File: config.mk
export PLATFORM = sky130hd
export DESIGN_NAME = cdb_arbiter
export DESIGN_NICKNAME = d
export VERILOG_FILES = /design/src/rtl/lc3b_types.sv /design/src/rtl/cdb_rr_pick.sv /design/src/rtl/cdb_arbiter.sv
export SDC_FILE = /design/constraint.sdc
export NUM_CORES = 1
export LEC_CHECK = 0
export BUFFER_PORTS_ARGS = -buffer_cell sky130_fd_sc_hd__buf_2
export CORE_MARGIN = 1
export CORE_UTILIZATION = 48
export DETAILED_ROUTE_END_ITERATION = 7
export PLACE_DENSITY = 0.85
export SETUP_SLACK_MARGIN = 0.05
export SLEW_MARGIN = 20
export SYNTH_ARGS = -nofsm -noshare
export SYNTH_HDL_FRONTEND = slang
export SYNTH_SLANG_ARGS = --single-unit
File: constraint.sdc
create_clock -name clk -period 4.58 [get_ports clk]
set_input_delay 0.229 -clock clk [delete_from_list [all_inputs] [get_ports clk]]
set_output_delay 0.229 -clock clk [all_outputs]
set_load 0.02 [all_outputs]
File: src/rtl/lc3b_types.sv
// Shared LC-3b core types: CDB broadcast format, ROB addressing and arbiter request bundle.
package lc3b_types;

    typedef logic [15:0] lc3b_word;
    typedef logic [2:0]  lc3b_rob_addr;

    typedef struct packed {
        logic         valid;
        lc3b_word     data;
        lc3b_rob_addr tag;
    } cdb_t;

    localparam int CDB_N_REQ = 4;

    typedef struct packed {
        logic         valid;
        lc3b_word     data;
        lc3b_rob_addr tag;
    } cdb_req_t;

endpackage

File: src/rtl/cdb_rr_pick.sv
// Rotating-priority picker: first set request at or above rr_ptr, wrapping modulo N_REQ.
module cdb_rr_pick #(
    parameter int N_REQ = 4,
    parameter int PW    = (N_REQ > 1) ? $clog2(N_REQ) : 1
) (
    input  logic [N_REQ-1:0] req,
    input  logic [PW-1:0]    rr_ptr,
    output logic [N_REQ-1:0] grant,
    output logic [PW-1:0]    idx
);

    logic [PW-1:0] pos;
    logic          found;

    always_comb begin
        grant = '0;
        idx   = '0;
        found = 1'b0;
        pos   = rr_ptr;
        for (int k = 0; k < N_REQ; k++) begin
            if (!found && req[pos]) begin
                grant[pos] = 1'b1;
                idx        = pos;
                found      = 1'b1;
            end
            // explicit wrap so non-power-of-2 N_REQ never visits an unused index
            pos = (pos == PW'(N_REQ - 1)) ? '0 : PW'(pos + PW'(1));
        end
    end

endmodule

File: src/rtl/cdb_arbiter.sv
// CDB arbiter: ROB-head bypass first, round-robin otherwise; winner registered onto the CDB.
module cdb_arbiter
    import lc3b_types::*;
#(
    parameter int N_REQ = CDB_N_REQ
) (
    input  logic                     clk,
    input  logic                     rst_n,
    input  logic [N_REQ-1:0]         req_valid,
    input  lc3b_word [N_REQ-1:0]     req_data,
    input  lc3b_rob_addr [N_REQ-1:0] req_tag,
    output logic [N_REQ-1:0]         req_ready,
    input  lc3b_rob_addr             rob_head,
    input  logic                     flush,
    output cdb_t                     cdb_out,
    output logic [2:0]               grant_idx
);

    localparam int PW = (N_REQ > 1) ? $clog2(N_REQ) : 1;

    logic [PW-1:0]    rr_ptr;
    logic [N_REQ-1:0] head_hit;
    logic [N_REQ-1:0] hit_oh;
    logic [PW-1:0]    hit_idx;
    logic             hit_any;
    logic [N_REQ-1:0] rr_oh;
    logic [PW-1:0]    rr_idx;
    logic [PW-1:0]    g_idx;
    logic             gnt_any;

    for (genvar i = 0; i < N_REQ; i++) begin : g_hit
        assign head_hit[i] = req_valid[i] && (req_tag[i] == rob_head);
    end

    // lowest matching index wins; more than one match only happens with a stale tag
    always_comb begin
        hit_oh  = '0;
        hit_idx = '0;
        hit_any = 1'b0;
        for (int i = 0; i < N_REQ; i++) begin
            if (head_hit[i] && !hit_any) begin
                hit_oh[i] = 1'b1;
                hit_idx   = PW'(i);
                hit_any   = 1'b1;
            end
        end
    end

    cdb_rr_pick #(.N_REQ(N_REQ), .PW(PW)) u_pick (
        .req    (req_valid),
        .rr_ptr (rr_ptr),
        .grant  (rr_oh),
        .idx    (rr_idx)
    );

    always_comb begin
        req_ready = '0;
        g_idx     = '0;
        if (!flush) begin
            if (hit_any) begin
                req_ready = hit_oh;
                g_idx     = hit_idx;
            end else begin
                req_ready = rr_oh;
                g_idx     = rr_idx;
            end
        end
    end

    assign gnt_any = |req_ready;

    always_ff @(posedge clk or negedge rst_n) begin
        if (!rst_n) begin
            cdb_out   <= '0;
            grant_idx <= '0;
            rr_ptr    <= '0;
        end else if (gnt_any) begin
            cdb_out.valid <= 1'b1;
            cdb_out.data  <= req_data[g_idx];
            cdb_out.tag   <= req_tag[g_idx];
            grant_idx     <= 3'(g_idx);
            rr_ptr        <= (g_idx == PW'(N_REQ - 1)) ? '0 : PW'(g_idx + PW'(1));
        end else begin
            cdb_out.valid <= 1'b0;
        end
    end

endmodule

==> flow_summary_export.csv <==
group,metric,value,unit
timing,tns,0,ns
drt,routed_via_density,6.40,
critical_path,startpoint_type,"flip-flop",
yosys,synthCells,284,
status,outcome,"finished clean",
layout,drive_gt1_share,36.2,%
clocking,cts_buffers,3,
drt,drc,0,
yosys,synthesis.nets,377,
clocking,cts-root-buf,"clkbuf_8",
clocking,cts_resized,0,
yosys,synthFlopType,"dfrtp_1",
layout,diodes,0,
layout,final_util,64.0,%
critical_path,worstPathRequired,4.35,ns
pwr,cellPowerDensity,621,nW/µm²
clocking,postCtsSetupBuffers,0,
grt,antenna_found_initial,0,
floorplanning,ios,113,
yosys,async_flop_share,100,%
drt,drt_pass1_iterations,5,
floorplanning,die_h,73.7,µm
floorplanning,die_area,5430,µm²
critical_path,critPathKind,"flip-flop to output pin",
grt,grt_max_degree,66,
place,place_congestion,0.869,
critical_path,rrSetupSlack,0.75,ns
yosys,netlist_area,2460,µm²
place,place_hpwl,5.57,mm
clocking,cts_sinks,24,
yosys,synth_enable_flop_cells,0,
grt,grt_usage,29.3,%
grt,grt_overflow_total,0,
drt,dr.first_iter.drc_count,188,
place,numPortBuffers,111,
timing,tightest_slew,0.887,ns
yosys,synthTopCellsByArea,"dfrtp_1, nor2b_1, a2111oi_0",
place,dpl_cell_area,3000,µm²
grt,grt_pass1_wl,12.3,mm
timing,clock_skew,0.00191,ns
timing,hold_violations,0,
clocking,clk_pin_slew,0.09,ns
pwr,leakagePower,0.00137,µW
yosys,ys_seq_elements,24,
clocking,worstSkewPairLatency,0.27,ns
timing,fin_crit,4.00,ns
drt,ant_nets,0,
timing,setup-violations-final,0,
drt,routed_wl,7.75,mm
layout,stdcell_count,437,
timing,whs,0.307,ns
floorplanning,die_x,73.7,µm
yosys,synth_cell_types,50,
layout,finalInstanceArea,3080,µm²
critical_path,cp-end-kind,"output pin",
critical_path,crit_path_max_fanout,22,
critical_path,cp.arrival,3.77,ns
yosys,yosysMostFrequentCell,"nor2b_1",
yosys,yosysWarnings,0,
yosys,synth_common_cells,"nor2b_1, nand4_1, dfrtp_1",
clocking,htreeDepth,1,
clocking,cts_tree,"done",
floorplanning,num_rows,25,
timing,clock.fmax,250,MHz
job,drv_cap,0,
floorplanning,initial_core_util,51.2,%
clocking,clock_path_buffers,2,
timing,period_share,87.3,%
drt,num_vias,2798,
layout,area_delta_synth_final,25.1,%
drt,drt-wirelength-per-cell,17.7,µm
pwr,vdd_ir_drop_max,0.282,mV
floorplanning,core_area,4820,µm²
timing,relSlewSlack,40.8,%
yosys,ys_seq_area_share,24.4,%
worst_hold_path,hp-class,"input pin to flip-flop",
timing,rsz0062_at_grt,"false",
grt,grt_pass1_vias,2586,
yosys,synth_top_area_cell,"dfrtp_1",
yosys,avgSynthCellArea,8.68,µm²
clocking,cts_hold_buf,1,
place,dp_cells,432,
yosys,netlist.area_leader.share,24.4,%
layout,final_nets,464,
timing,drv_slew,0,
[critical path, cell delays in order, from the launching register on]
cell and delay, ns:
dfrtp_1 0.59, inv_1 0.24, ha_1 0.51, mux2_2 0.39, or2_1 0.25, and4_1 0.20, a2111oi_0 0.49, a311o_1 0.28
buf_4 0.28, inv_1 0.09, buf_2 0.17
[flip-flops by register name, summed over array words and instances, names as in the netlist]
register   flops
cdb_out       20
grant_idx      2
rr_ptr         2
[per-stage QoR]
stage | power, µW | setup WS [ns]
2_1_floorplan | 1370 | 1.40
3_3_place_gp | 1670 | 0.954
3_5_place_dp | 1700 | 0.829
4_1_cts | 1890 | 0.649
5_1_grt | 2040 | 0.445
6_report | 1910 | 0.582
[layout by cell type (no fill, tap or decap), types with 2 or more instances in the layout]
| master | instances |
|---|---|
| a2111oi_0 | 20 |
| a21o_1 | 2 |
| a221oi_1 | 19 |
| a311o_1 | 3 |
| a311oi_2 | 2 |
| a31oi_1 | 2 |
| and2_1 | 2 |
| and4_1 | 4 |
| buf_2 | 111 |
| buf_4 | 4 |
| clkbuf_8 | 3 |
| dfrtp_1 | 24 |
| ha_1 | 7 |
| inv_1 | 7 |
| mux2_2 | 3 |
| mux2_4 | 2 |
| mux2i_1 | 4 |
| mux4_2 | 2 |
| nand2_1 | 8 |
| nand2b_1 | 3 |
| nand3_1 | 3 |
| nand4_1 | 25 |
| nor2_1 | 5 |
| nor2b_1 | 43 |
| nor3_1 | 2 |
| o21ai_0 | 5 |
| o31ai_1 | 19 |
| or2_1 | 2 |
| xnor2_1 | 12 |
[logic make-up after synthesis]
kind of cell	share of synthesized area, %
DFF	24.4
xor gates and xnor gates	4.26
buffers and inverters	7.92
adders and majority gates	3.55
muxes	6.04
other	0.152
and+or+nand+nor	24.8
AOI/OAI and AO/OA	28.9
[path summary, 6_finish.rpt]
kind,from,endpoint,cells past startpoint
max,rr_ptr[0]$_DFFE_PN0P_,req_ready[2],10
min,req_data[37],cdb_out[8]$_DFFE_PN0P_,3
max reg2reg,rr_ptr[0]$_DFFE_PN0P_,rr_ptr[0]$_DFFE_PN0P_,10
min reg2reg,cdb_out[6]$_DFFE_PN0P_,cdb_out[6]$_DFFE_PN0P_,2
max in group asynchronous,rst_n,cdb_out[7]$_DFFE_PN0P_,2
min in group asynchronous,rst_n,cdb_out[15]$_DFFE_PN0P_,2
[area by class of cell]
type / count / area (µm²)
Sequential cell: 24 / 601
Timing Repair Buffer: 117 / 616
Inverter: 8 / 30.0
Clock buffer: 3 / 41.3
Clock inverter: 1 / 30.0
Tap cell: 67 / 83.8
Multi-Input combinational cell: 217 / 1680
Fill cell: 448 / 1730
[per-layer routing]
layer | global-route usage (%) | routed length, µm | vias to the layer above
met5 | 0 | 0 | -
met4 | 10.7 | 171 | 0
met3 | 3.98 | 623 | 20
met2 | 49.2 | 3770 | 177
met1 | 38.3 | 3180 | 1317
li1 | - | - | 1284
[power breakdown]
group	total, µW	internal (µW)	switching (µW)
registers	400	324	76.2
logic	1330	503	823
clock network	189	117	72.3
total	1910	943	972
No activity file was read; power rests on OpenSTA's default activity.
